File: src/rtl/voting_machine_multi_pkg.sv
// Shared constants for the multi-candidate voting machine.
// Holds FSM state encodings, tie policies and the code-width helper.
package voting_machine_multi_pkg;

    typedef logic [1:0] state_t;

    localparam state_t ST_IDLE  = 2'd0;
    localparam state_t ST_OPEN  = 2'd1;
    localparam state_t ST_TALLY = 2'd2;
    localparam state_t ST_DONE  = 2'd3;

    localparam int TIE_LOWEST = 0;
    localparam int TIE_NONE   = 1;

    // Code 0 is reserved for abstain, so n candidates need n+1 codes.
    function automatic int cand_width(input int n);
        return $clog2(n + 1);
    endfunction

endpackage

File: src/rtl/voting_machine_multi_if.sv
// Vote port of the voting machine: valid/ready handshake plus the
// candidate code.
interface voting_machine_multi_if #(
    parameter int CAND_W = 3
) ();

    logic              vote_valid;
    logic [CAND_W-1:0] candidate;
    logic              vote_ready;

    modport master (
        output vote_valid,
        output candidate,
        input  vote_ready
    );

    modport slave (
        input  vote_valid,
        input  candidate,
        output vote_ready
    );

endinterface

File: src/rtl/voting_machine_multi_sat_counter.sv
// Saturating up-counter with synchronous clear.
// Clear has priority over increment; the count sticks at all-ones.
module sat_counter #(
    parameter int W = 8
) (
    input  logic         clk,
    input  logic         rst,
    input  logic         clr_i,
    input  logic         inc_i,
    output logic [W-1:0] cnt_o
);

    logic [W-1:0] cnt_q;
    logic [W-1:0] cnt_d;

    always_comb begin
        cnt_d = cnt_q;
        if (clr_i) begin
            cnt_d = '0;
        end else if (inc_i && (cnt_q != '1)) begin
            cnt_d = cnt_q + 1'b1;
        end
    end

    always_ff @(posedge clk) begin
        if (rst) begin
            cnt_q <= '0;
        end else begin
            cnt_q <= cnt_d;
        end
    end

    assign cnt_o = cnt_q;

endmodule

File: src/rtl/voting_machine_multi.sv
// Multi-candidate voting machine: poll lifecycle, saturating tallies
// and a one-candidate-per-cycle winner scan.
module voting_machine_multi
    import voting_machine_multi_pkg::*;
#(
    parameter  int NUM_CAND = 4,
    parameter  int CNT_W    = 8,
    parameter  int TIE_MODE = TIE_LOWEST,
    localparam int CAND_W   = cand_width(NUM_CAND),
    localparam int TOT_W    = CNT_W + CAND_W
) (
    input  logic                clk,
    input  logic                rst,
    input  logic                open_poll_i,
    input  logic                close_poll_i,
    voting_machine_multi_if.slave vote,
    input  logic [CAND_W-1:0]   rd_idx_i,
    output logic [CNT_W-1:0]    rd_count_o,
    output logic [TOT_W-1:0]    total_votes_o,
    output logic [CNT_W-1:0]    rejected_o,
    output logic                busy_o,
    output logic [CAND_W-1:0]   winner_o,
    output logic                winner_valid_o,
    output logic                tie_o
);

    state_t              state_q, state_d;
    logic [CAND_W-1:0]   idx_q, idx_d;
    logic [CAND_W-1:0]   win_q, win_d;
    logic [CNT_W-1:0]    best_q, best_d;
    logic                tie_q, tie_d;

    logic [CNT_W-1:0]    cnt [NUM_CAND];
    logic [CNT_W-1:0]    scan_cnt;
    logic                ready;
    logic                accept;
    logic                code_ok;
    logic                enter_open;
    logic                enter_tally;
    logic                last_scan;

    assign ready       = (state_q == ST_OPEN);
    assign accept      = vote.vote_valid && ready;
    assign code_ok     = (vote.candidate != '0) &&
                         (vote.candidate <= CAND_W'(NUM_CAND));
    assign last_scan   = (idx_q == CAND_W'(NUM_CAND));
    assign enter_tally = (state_q == ST_OPEN) && close_poll_i;

    assign vote.vote_ready = ready;

    always_comb begin
        state_d    = state_q;
        enter_open = 1'b0;
        unique case (state_q)
            ST_IDLE, ST_DONE: begin
                if (open_poll_i) begin
                    state_d    = ST_OPEN;
                    enter_open = 1'b1;
                end
            end
            ST_OPEN: begin
                if (close_poll_i) state_d = ST_TALLY;
            end
            ST_TALLY: begin
                if (last_scan) state_d = ST_DONE;
            end
            default: state_d = ST_IDLE;
        endcase
    end

    always_comb begin
        scan_cnt   = '0;
        rd_count_o = '0;
        for (int i = 0; i < NUM_CAND; i++) begin
            if (idx_q == CAND_W'(i + 1)) scan_cnt = cnt[i];
            if (rd_idx_i == CAND_W'(i + 1)) rd_count_o = cnt[i];
        end
    end

    always_comb begin
        idx_d  = idx_q;
        win_d  = win_q;
        best_d = best_q;
        tie_d  = tie_q;
        if (enter_open || enter_tally) begin
            idx_d  = enter_tally ? CAND_W'(1) : '0;
            win_d  = '0;
            best_d = '0;
            tie_d  = 1'b0;
        end else if (state_q == ST_TALLY) begin
            idx_d = idx_q + 1'b1;
            if (scan_cnt > best_q) begin
                win_d  = idx_q;
                best_d = scan_cnt;
                tie_d  = 1'b0;
            end else if ((scan_cnt == best_q) && (best_q != '0)) begin
                tie_d = 1'b1;
            end
            // Tie policy is applied on the final scan step so DONE is clean.
            if (last_scan && (TIE_MODE == TIE_NONE) && tie_d) begin
                win_d = '0;
            end
        end
    end

    always_ff @(posedge clk) begin
        if (rst) begin
            state_q <= ST_IDLE;
            idx_q   <= '0;
            win_q   <= '0;
            best_q  <= '0;
            tie_q   <= 1'b0;
        end else begin
            state_q <= state_d;
            idx_q   <= idx_d;
            win_q   <= win_d;
            best_q  <= best_d;
            tie_q   <= tie_d;
        end
    end

    for (genvar g = 0; g < NUM_CAND; g++) begin : g_tally
        sat_counter #(.W(CNT_W)) u_cnt (
            .clk   (clk),
            .rst   (rst),
            .clr_i (enter_open),
            .inc_i (accept && code_ok &&
                    (vote.candidate == CAND_W'(g + 1))),
            .cnt_o (cnt[g])
        );
    end

    sat_counter #(.W(TOT_W)) u_total (
        .clk   (clk),
        .rst   (rst),
        .clr_i (enter_open),
        .inc_i (accept && code_ok),
        .cnt_o (total_votes_o)
    );

    sat_counter #(.W(CNT_W)) u_rejected (
        .clk   (clk),
        .rst   (rst),
        .clr_i (enter_open),
        .inc_i (accept && !code_ok),
        .cnt_o (rejected_o)
    );

    assign busy_o         = (state_q == ST_TALLY);
    assign winner_valid_o = (state_q == ST_DONE);
    assign winner_o       = win_q;
    assign tie_o          = tie_q;

endmodule

File: src/flat_wrapper.sv
// flat-port wrapper written by rule: the top's interface ports become plain ports
module voting_machine_multi_flat import voting_machine_multi_pkg::*;
#(
    parameter  int NUM_CAND = 4,
    parameter  int CNT_W    = 8,
    parameter  int TIE_MODE = TIE_LOWEST,
    localparam int CAND_W   = cand_width(NUM_CAND),
    localparam int TOT_W    = CNT_W + CAND_W
)
  (clk, rst, open_poll_i, close_poll_i, rd_idx_i, rd_count_o, total_votes_o, rejected_o, busy_o, winner_o, winner_valid_o, tie_o, vote_vote_valid, vote_candidate, vote_vote_ready);
  voting_machine_multi_if #(.CAND_W(3)) vote_i ();
  input  logic clk;
  input  logic rst;
  input  logic open_poll_i;
  input  logic close_poll_i;
  input  logic [CAND_W-1:0] rd_idx_i;
  output logic [CNT_W-1:0] rd_count_o;
  output logic [TOT_W-1:0] total_votes_o;
  output logic [CNT_W-1:0] rejected_o;
  output logic busy_o;
  output logic [CAND_W-1:0] winner_o;
  output logic winner_valid_o;
  output logic tie_o;
  input wire logic [$bits(vote_i.vote_valid)-1:0] vote_vote_valid;
  input wire logic [$bits(vote_i.candidate)-1:0] vote_candidate;
  output wire logic [$bits(vote_i.vote_ready)-1:0] vote_vote_ready;
  assign vote_i.vote_valid = vote_vote_valid;
  assign vote_i.candidate = vote_candidate;
  assign vote_vote_ready = vote_i.vote_ready;
  voting_machine_multi #(.NUM_CAND(NUM_CAND), .CNT_W(CNT_W), .TIE_MODE(TIE_MODE)) u_core (.clk(clk), .rst(rst), .open_poll_i(open_poll_i), .close_poll_i(close_poll_i), .vote(vote_i), .rd_idx_i(rd_idx_i), .rd_count_o(rd_count_o), .total_votes_o(total_votes_o), .rejected_o(rejected_o), .busy_o(busy_o), .winner_o(winner_o), .winner_valid_o(winner_valid_o), .tie_o(tie_o));
endmodule
File: config.mk
export PLATFORM = sky130hd
export DESIGN_NAME = voting_machine_multi_flat
export DESIGN_NICKNAME = d
export VERILOG_FILES = /design/src/rtl/voting_machine_multi_pkg.sv /design/src/rtl/voting_machine_multi_if.sv /design/src/rtl/voting_machine_multi_sat_counter.sv /design/src/rtl/voting_machine_multi.sv /design/src/flat_wrapper.sv
export SDC_FILE = /design/constraint.sdc
export NUM_CORES = 1
export LEC_CHECK = 0
export CORE_ASPECT_RATIO = 1.75
export CORE_UTILIZATION = 43
export CTS_BUF_LIST = sky130_fd_sc_hd__clkbuf_4 sky130_fd_sc_hd__clkbuf_8 sky130_fd_sc_hd__clkbuf_16
export CTS_CLUSTER_SIZE = 25
export DETAILED_ROUTE_END_ITERATION = 12
export GPL_TIMING_DRIVEN = 0
export PLACE_DENSITY = 0.76
export SLEW_MARGIN = 20
export SYNTH_ARGS = -nofsm -noshare
export SYNTH_HDL_FRONTEND = slang
export SYNTH_HIERARCHICAL = 1
export SYNTH_SLANG_ARGS = --single-unit
export TNS_END_PERCENT = 50
File: constraint.sdc
create_clock -name clk -period 2.8 [get_ports clk]
set_input_delay 0.42 -clock clk [delete_from_list [all_inputs] [get_ports clk]]
set_output_delay 0.42 -clock clk [all_outputs]
set_load 0.01 [all_outputs]
==> results.py, run 1 <==
metrics = {
    "cells_and_area": {
        "drive_above_1_share_pct": 21.5,
        "fillCellCount": 834,
        "multi_input_area_sq_um": 3060,
        "area_growth_syn_to_layout_pct": 31.6,
        "num_antenna_cells": 0,
        "fin_util_pct": 58.7,
        "design_area_sq_um": 5860,
        "final_cells": 720,
        "seqCellArea_sq_um": 1370,
        "final_nets": 627,
    },
    "synthesis": {
        "synth_top_cell_area_share_pct": 30.6,
        "synth_top_area_cell": "dfxtp_1",
        "synthAdderAreaFrac_pct": 6.75,
        "yosysMostFrequentCell": "dfxtp_1",
        "async_flop_share_pct": 0,
        "yosys_register_bits": 68,
        "synth-main-ff-cell": "dfxtp_1",
        "ys_types": 55,
        "synth_compound_area_share_pct": 24.7,
        "synth_top_family_by_area": "simple AND/OR/NAND/NOR gates",
        "synthTopCellsByCount": "dfxtp_1 (68), nand2_1 (52), mux2i_1 (30)",
        "yosys_warnings": 6,
        "synthXorXnorAreaFrac_pct": 0.197,
        "syn_area_sq_um": 4450,
        "ys_seq_area_share_pct": 30.6,
        "syn_inst": 513,
        "synth_edf_count": 0,
        "synthMuxAreaShare_pct": 6.75,
        "synthTopCellsByArea": "dfxtp_1 (31%), ha_1 (6.8%), mux2i_1 (6.8%)",
        "synth.net_count": 548,
        "synthSimpleGateAreaFrac_pct": 26.1,
        "syn_avg_cell_area_sq_um": 8.67,
    },
    "global_route": {
        "grt_pass1_wl_microns": 21200,
        "antenna_found_initial": 0,
        "grt.total_usage_pct": 25.3,
        "overflow": 0,
        "first_global_vias": 4457,
        "grt_max_degree": 32,
    },
    "clock_network": {
        "clockBufferDepth": 2,
        "cts.sinks": 68,
        "hold_buffers": 0,
        "cts_tree": "yes",
        "clk_pin_slew_ns": 0.05,
        "insertion_delay_ns": 0.34,
        "htreeDepth": 3,
        "clockRootBuffer": "clkbuf_16",
        "cts_made_buffers": 9,
    },
    "place": {
        "placed_area_sq_um": 5100,
        "io_buffers": 42,
        "hpwl_microns": 9070,
        "post-place-cells": 682,
        "gp_congestion": 0.961,
    },
    "sta": {
        "grt_setup_unrepaired": "yes",
        "tightestPinTransition_ns": 0.569,
        "fin_skew_ns": 0.00356,
        "hold_viol": 0,
        "worst_slack_ns": -0.299,
        "finalSetupViolCount": 12,
        "post-route-period-util_pct": 111,
        "fmax_mhz": 323,
        "slew_headroom_pct": 61.8,
        "period_needed_ns": 3.10,
        "tns_ns": -2.83,
        "slew_violations": 0,
    },
    "die": {
        "die_area_sq_um": 10800,
        "die_h_microns": 137,
        "fp.dieW_microns": 78.9,
        "core_area_sq_um": 9970,
        "io_pins": 45,
        "rows": 48,
        "start_util_pct": 44.6,
    },
    "route": {
        "vias": 4660,
        "drt-pass1-iter-count": 7,
        "ant_nets": 0,
        "drc_errors": 0,
        "wl_per_cell_microns": 19.9,
        "drt_first_iter_violations": 499,
        "postRouteWirelength_microns": 14300,
        "viasPerCell": 6.47,
    },
    "critical_path": {
        "cp_data_required_time_ns": 3.07,
        "path_class": "flop to flop",
        "cp.arrival_ns": 3.36,
        "ff2ff_path_depth": 14,
        "crit_path_start_kind": "flop",
        "rrSetupSlack_ns": -0.30,
        "worstPathMaxFanout": 9,
        "end_kind": "flop",
    },
    "pwr": {
        "switchingPower_w": 0.00117,
        "clockPowerShare_pct": 31.9,
        "p_int_w": 0.00218,
        "peakVddDrop_mv": 0.392,
        "power_density_nw_per_um2": 572,
        "p_leak_nw": 2.10,
        "pwr-share-seq_pct": 31.2,
        "fin_total_pwr_w": 0.00335,
        "netSwitchingFraction_pct": 34.8,
        "p_comb_share_pct": 36.9,
    },
    "run": {
        "maxCapViolCount": 0,
    },
    "min_path": {
        "hp-class": "input port to flop",
        "hold_depth": 2,
    },
    "run_status": {
        "violations": "setup timing",
        "status": "finished with violations",
    },
}
-- routing by layer --
metal	wire (microns)	part of all wire [%]	global-route usage, %
met1	5080	35	25.9
met2	7610	53	46.2
met3	920	6.4	5.13
met4	733	5.1	15.9
met5	0	0	0
-- final timing paths --
check / start / end
setup / recovery: u_core/idx_q[1] / u_core/winner_o[0]
hold / removal: rst / u_core/idx_q[0]
setup reg to reg: u_core/idx_q[1] / u_core/winner_o[0]
hold reg to reg: u_core/winner_o[1] / u_core/winner_o[1]
-- stage by stage --
stage	worst slack [ns]	hold WS (ns)
2_1_floorplan	0.00418	0.451
3_3_place_gp	-0.420	0.457
3_5_place_dp	-0.414	0.463
4_1_cts	-0.0969	0.418
5_1_grt	-0.374	0.437
6_report	-0.299	0.419
-- critical path: stages (launching register included) --
cell	delay (ns)
dfxtp_4	0.37
buf_6	0.11
inv_4	0.04
buf_4	0.12
ha_2	0.24
a222oi_1	0.45
a21oi_2	0.13
ha_1	0.32
nor2b_2	0.15
o211ai_1	0.14
buf_4	0.17
a211oi_4	0.30
clkbuf_8	0.23
o21ai_1	0.10
a21boi_1	0.14
-- state kept, by name, indices dropped and copies added, names as in the netlist --
name / count
u_core/best_q: 8
u_core/g_tally.u_cnt/cnt_o: 32
u_core/idx_q: 3
u_core/state_q: 2
u_core/u_total/cnt_o: 11
u_core/winner_o: 3
u_core/tie_o: 1
u_core/u_rejected/cnt_o: 8
-- cell families after synthesis --
kind of cell | Yosys count
xor+xnor | 1
buf+inv | 45
compound gates | 141
simple gates | 204
fa+ha+maj | 24
flops | 68
mux | 30
-- layout by cell type, fill, tap and decap left out, types with 9 or more instances in the layout --
cell,count
a21boi_1,19
a21oi_1,28
a31oi_1,9
and3_1,20
and4_1,14
buf_4,22
buf_6,10
clkbuf_16,11
clkdlybuf4s50_1,41
dfxtp_1,65
ha_1,18
inv_1,17
mux2i_1,30
nand2_1,49
nand3_1,19
nand4_1,12
nor2_1,20
or3_1,17
-- repair_timing --
action,CTS,global route
resized for setup,21,51
gates cloned,1,2
endpoints found under the setup margin,14,21
buffers inserted,10,14
pin swaps,18,34
-- power groups by stage --
stage | sequential [W] | clock, W | combinational (W)
finish | 0.00104 | 0.00107 | 0.00124
global route | 0.00105 | 0.00114 | 0.00130
CTS | 0.00104 | 0.00108 | 0.000945
detailed placement | 0.00106 | 0 | 0.000856
global placement | 0.00105 | 0 | 0.000791
floorplan | 0.00105 | 0 | 0.000596
-- cell type report --
cell class / instances / area share, %
Buffer: 22 / 3.21
Multi-Input combinational cell: 400 / 52.3
Timing Repair Buffer: 71 / 12.3
Tap cell: 125 / 2.67
Inverter: 20 / 1.41
Sequential cell: 68 / 23.4
Clock inverter: 2 / 0.171
Clock buffer: 12 / 4.55
Power figures use the tool's default switching activity.
==> run 2: changes to the inputs <==
Settings changed: DONT_BUFFER_PORTS from default to 1, PLACE_DENSITY 0.76 to 0.7, SKIP_CTS_REPAIR_TIMING from default to 1.
==> run 2 against run 1 <==
  * The flow still finishes with violations (setup timing)
  * Power shrank 2.4%
  * First-iteration DRC count shrank 10%
  * Clock power grew 16%
  * Die area is the same
  * Hold slack lost 0.26 ns
  * Flip-flop and latch count is the same
==> results.py, run 2 (synthesis results as in run 1) <==
metrics = {
    "route": {
        "ant_nets": 0,
        "postRouteWirelength_microns": 12700,
        "drt-pass1-iter-count": 6,
        "wl_per_cell_microns": 18.8,
        "vias": 4327,
        "drt_first_iter_violations": 447,
        "viasPerCell": 6.41,
        "drc_errors": 0,
    },
    "run_status": {
        "violations": "setup timing",
        "status": "finished with violations",
    },
    "cells_and_area": {
        "largest_reg_flops": 32,
        "final_common_cell": "dfxtp_1",
        "final_cells": 675,
        "num_antenna_cells": 0,
        "area_growth_syn_to_layout_pct": 19.3,
        "fillCellCount": 946,
        "drive_above_1_share_pct": 19.5,
        "layout_common_cells": "dfxtp_1 (65), nand2_1 (51), mux2i_1 (30)",
        "design_area_sq_um": 5310,
        "final_nets": 580,
    },
    "sta": {
        "finalSetupViolCount": 12,
        "post-route-period-util_pct": 108,
        "hold_viol": 0,
        "slew_violations": 0,
        "grt_setup_unrepaired": "yes",
        "fmax_mhz": 331,
        "fin_skew_ns": 0.00603,
        "slew_headroom_pct": 68.0,
        "worst_slack_ns": -0.225,
        "tns_ns": -2.32,
        "period_needed_ns": 3.02,
        "tightestPinTransition_ns": 0.479,
    },
    "die": {
        "fp.dieW_microns": 78.9,
        "die_area_sq_um": 10800,
        "die_h_microns": 137,
        "start_util_pct": 44.6,
        "io_pins": 45,
        "rows": 48,
        "core_area_sq_um": 9970,
    },
    "global_route": {
        "overflow": 0,
        "grt.total_usage_pct": 23.3,
        "grt_max_degree": 41,
        "first_global_vias": 4102,
        "grt_pass1_wl_microns": 19700,
        "antenna_found_initial": 0,
    },
    "clock_network": {
        "clockBufferDepth": 2,
        "insertion_delay_ns": 0.33,
        "htreeDepth": 3,
        "cts.sinks": 68,
        "cts_made_buffers": 9,
        "cts_tree": "yes",
        "clockRootBuffer": "clkbuf_16",
        "clk_pin_slew_ns": 0.06,
    },
    "critical_path": {
        "timing.critical_path.cells": "buf_6 -> buf_8 -> inv_4 -> ha_4 -> buf_8 -> nor3b_4 -> buf_4 -> nand2_1 -> a21oi_2 -> ha_1 -> a21oi_1 -> o21ai_0 -> and3_4 -> buf_8 -> o21ai_4 -> a21boi_1",
        "reg2reg_to": "u_core/winner_o[1]",
        "rrSetupSlack_ns": -0.22,
        "path_class": "flop to flop",
        "cp.arrival_ns": 3.24,
        "worstPathMaxFanout": 10,
        "crit_path_start_kind": "flop",
        "r2r-start": "u_core/idx_q[2]",
        "end_kind": "flop",
        "crit_path_frequent_cell": "buf_8",
        "ff2ff_path_depth": 16,
        "cpPeakStageDelay_ns": 0.37,
        "cp_data_required_time_ns": 3.02,
        "slowest_stage": "nor3b_4",
    },
    "min_path": {
        "hp-class": "input port to flop",
        "hold_depth": 1,
        "hp-start": "rst",
        "min_to": "u_core/u_rejected/cnt_o[5]",
    },
    "place": {
        "gp_congestion": 0.891,
        "post-place-ws_ns": -0.437,
        "post-place-cells": 639,
        "hpwl_microns": 8880,
        "io_buffers": 0,
        "placed_area_sq_um": 4670,
    },
    "run": {
        "maxCapViolCount": 0,
    },
    "pwr": {
        "power_density_nw_per_um2": 617,
        "peakVddDrop_mv": 0.333,
        "p_leak_nw": 1.93,
    },
}
[run 2: where the power goes]
group	leakage [nW]	internal, W	switching, W
logic	1.22	0.000424	0.000568
clock network	0.160	0.000822	0.000415
registers	0.550	0.00100	0.0000408
[run 2: through the flow]
stage	total power (W)	util, %	hold slack, ns
2_1_floorplan	0.00164	-	0.451
3_3_place_gp	0.00180	46.6	0.471
3_5_place_dp	0.00185	46.8	0.490
4_1_cts	0.00310	50.1	0.149
5_1_grt	0.00342	53.2	0.144
6_report	0.00327	53.2	0.161
[run 2: worst max path at each step]
stage	slack, ns	end	start
2_1_floorplan	0.004	u_core/winner_o[0]	u_core/idx_q[2]
3_3_place_gp	-0.43	u_core/winner_o[1]	u_core/idx_q[2]
3_5_place_dp	-0.44	u_core/winner_o[1]	u_core/idx_q[2]
4_1_cts	-0.47	u_core/winner_o[1]	u_core/idx_q[2]
5_1_grt	-0.26	u_core/winner_o[2]	u_core/idx_q[2]
6_report	-0.22	u_core/winner_o[1]	u_core/idx_q[2]
[run 2: layout make-up]
class | count | area [sq um] | area share, %
clock buffer | 12 | 254 | 4.79
sequential | 68 | 1370 | 25.8
timing repair buffer | 21 | 188 | 3.54
buffer | 25 | 201 | 3.80
multi-input combinational | 400 | 2990 | 56.3
inverter | 20 | 77.6 | 1.46
clock inverter | 4 | 72.6 | 1.37
tap | 125 | 156 | 2.95
[run 2: layer usage]
metal  share of wire (%)  GRT usage [%]
met5                   0              0
met3                 5.3           5.00
met2                  53           43.6
met1                  37           23.3
met4                 5.1           13.4
[run 2: critical path: cells and delay by family, from the launching register on]
kind	cells	cell delay, ns
DFF	1	0.33
and+or+nand+nor	3	0.66
buffers and inverters	6	0.72
AOI/OAI and AO/OA	5	0.77
adders and majority gates	2	0.43
==> run 3: changes to the inputs <==
Settings changed: CORE_MARGIN from default to 3.
==> run 3 against run 2 <==
  * The run still ends with setup timing left
  * Die area up 8.1%
  * Power shrank 9.7%
  * Cell area decreased by 3.3%
  * Flip-flop and latch count unchanged
  * Critical path type unchanged
  * Largest power group is now sequential cells
==> results.py, run 3 (synthesis results as in run 1) <==
metrics = {
    "critical_path": {
        "startpoint": "u_core/idx_q[0]",
        "timing.critical_path.cells": "ha_4 -> ha_4 -> buf_8 -> nor4b_4 -> buf_6 -> a222oi_1 -> a21oi_2 -> ha_1 -> and4_1 -> nand2_1 -> a211o_1 -> clkbuf_16 -> nand3_1 -> a21boi_1",
        "crit_path_frequent_cell": "ha_4",
        "cp.arrival_ns": 3.19,
        "ff2ff_path_depth": 14,
        "path_class": "flop to flop",
        "cp_data_required_time_ns": 3.06,
        "r2r-start": "u_core/idx_q[0]",
        "worstPathMaxFanout": 7,
        "cpPeakStageDelay_ns": 0.37,
        "crit_path_start_kind": "flop",
        "end_kind": "flop",
        "slowest_stage": "dfxtp_4",
    },
    "cells_and_area": {
        "layout_common_cells": "dfxtp_1 (65), nand2_1 (52), mux2i_1 (30)",
        "drive_above_1_share_pct": 16.6,
        "largest_reg_flops": 32,
        "final_cells": 666,
        "final_nets": 572,
        "num_antenna_cells": 0,
        "area_growth_syn_to_layout_pct": 15.4,
        "final_common_cell": "dfxtp_1",
    },
    "global_route": {
        "met2_usage_pct": 38.2,
        "first_global_vias": 4192,
        "grtUsageMet3_pct": 4.89,
        "overflow": 0,
        "grt_max_degree": 41,
        "grt_pass1_wl_microns": 20000,
        "gr-max-usage-layer": "met2",
        "use_met1_pct": 21.6,
        "antenna_found_initial": 0,
        "grt.total_usage_pct": 20.8,
    },
    "die": {
        "io_pins": 45,
        "fp.dieW_microns": 82.9,
        "die_h_microns": 141,
        "start_util_pct": 44.6,
        "die_area_sq_um": 11600,
        "core_area_sq_um": 9970,
        "rows": 48,
    },
    "sta": {
        "grt_setup_unrepaired": "yes",
        "tns_ns": -1.26,
        "finalSetupViolCount": 12,
        "worst_slack_ns": -0.130,
        "period_needed_ns": 2.93,
        "fmax_mhz": 341,
        "whs_ns": 0.163,
        "post-route-period-util_pct": 105,
        "hold_viol": 0,
        "tightestPinTransition_ns": 0.506,
        "slew_headroom_pct": 66.0,
        "slew_violations": 0,
        "fin_skew_ns": 0.00695,
    },
    "clock_network": {
        "clockRootBuffer": "clkbuf_16",
        "clk_pin_slew_ns": 0.06,
        "clockBufferDepth": 2,
        "cts.sinks": 68,
        "cts_tree": "yes",
        "cts_made_buffers": 9,
        "htreeDepth": 3,
        "insertion_delay_ns": 0.33,
    },
    "min_path": {
        "hp-class": "input port to flop",
        "hold_depth": 1,
        "hp-start": "rst",
    },
    "pwr": {
        "peakVddDrop_mv": 0.303,
        "p_leak_nw": 1.85,
        "power_density_nw_per_um2": 575,
        "fin_total_pwr_w": 0.00295,
    },
    "route": {
        "drc_errors": 0,
        "vias": 4153,
        "postRouteWirelength_microns": 12200,
        "ant_nets": 0,
        "drt_first_iter_violations": 243,
        "drt-pass1-iter-count": 5,
        "wl_per_cell_microns": 18.4,
        "viasPerCell": 6.24,
    },
    "run_status": {
        "violations": "setup timing",
        "status": "finished with violations",
    },
    "place": {
        "post-place-cells": 639,
        "hpwl_microns": 8920,
        "gp_congestion": 0.917,
        "post-place-ws_ns": -0.419,
        "io_buffers": 0,
    },
    "run": {
        "maxCapViolCount": 0,
    },
}
==> run 3: critical path: cells and delay by family (launching register included) <==
kind	cells	cell delay [ns]
buffers and inverters	3	0.49
DFF	1	0.37
adders and majority gates	3	0.62
AOI/OAI and AO/OA	4	0.71
and+or+nand+nor	4	0.66
==> run 3: metal layers <==
layer / up-vias / routed length [microns]
li1: 2007 / -
met1: 2009 / 4760
met2: 107 / 6440
met3: 30 / 635
met4: 0 / 421
met5: - / 0
==> run 3: power breakdown <==
part	internal, W	total (W)	switching, W
logic	0.000368	0.000884	0.000516
registers	0.00100	0.00104	0.0000432
clock network	0.000619	0.00102	0.000404
total	0.00199	0.00295	0.000964
==> run 3: final timing paths <==
| kind | end | slack (ns) |
|---|---|---|
| hold / removal | u_core/idx_q[0] | 0.16 |
| hold reg to reg | u_core/best_q[4] | 0.49 |
| setup reg to reg | u_core/best_q[7] | -0.13 |
| setup / recovery | u_core/best_q[7] | -0.13 |
==> run 3: cell type report <==
| type | instances | area, sq um |
|---|---|---|
| fillers | 964 | 4840 |
| clock inverters | 3 | 15.0 |
| plain buffers | 25 | 190 |
| inverters | 20 | 77.6 |
| flip-flops and latches | 68 | 1370 |
| multi-input cells | 400 | 2940 |
| clock buffers | 12 | 248 |
| well taps | 125 | 156 |
| repair buffers | 13 | 131 |
==> run 3: metrics by stage <==
stage / area [sq um] / utilization, %
2_1_floorplan: 4490 / -
3_3_place_gp: 4640 / 46.6
3_5_place_dp: 4670 / 46.8
4_1_cts: 4930 / 49.4
5_1_grt: 5130 / 51.5
6_report: 5130 / 51.5
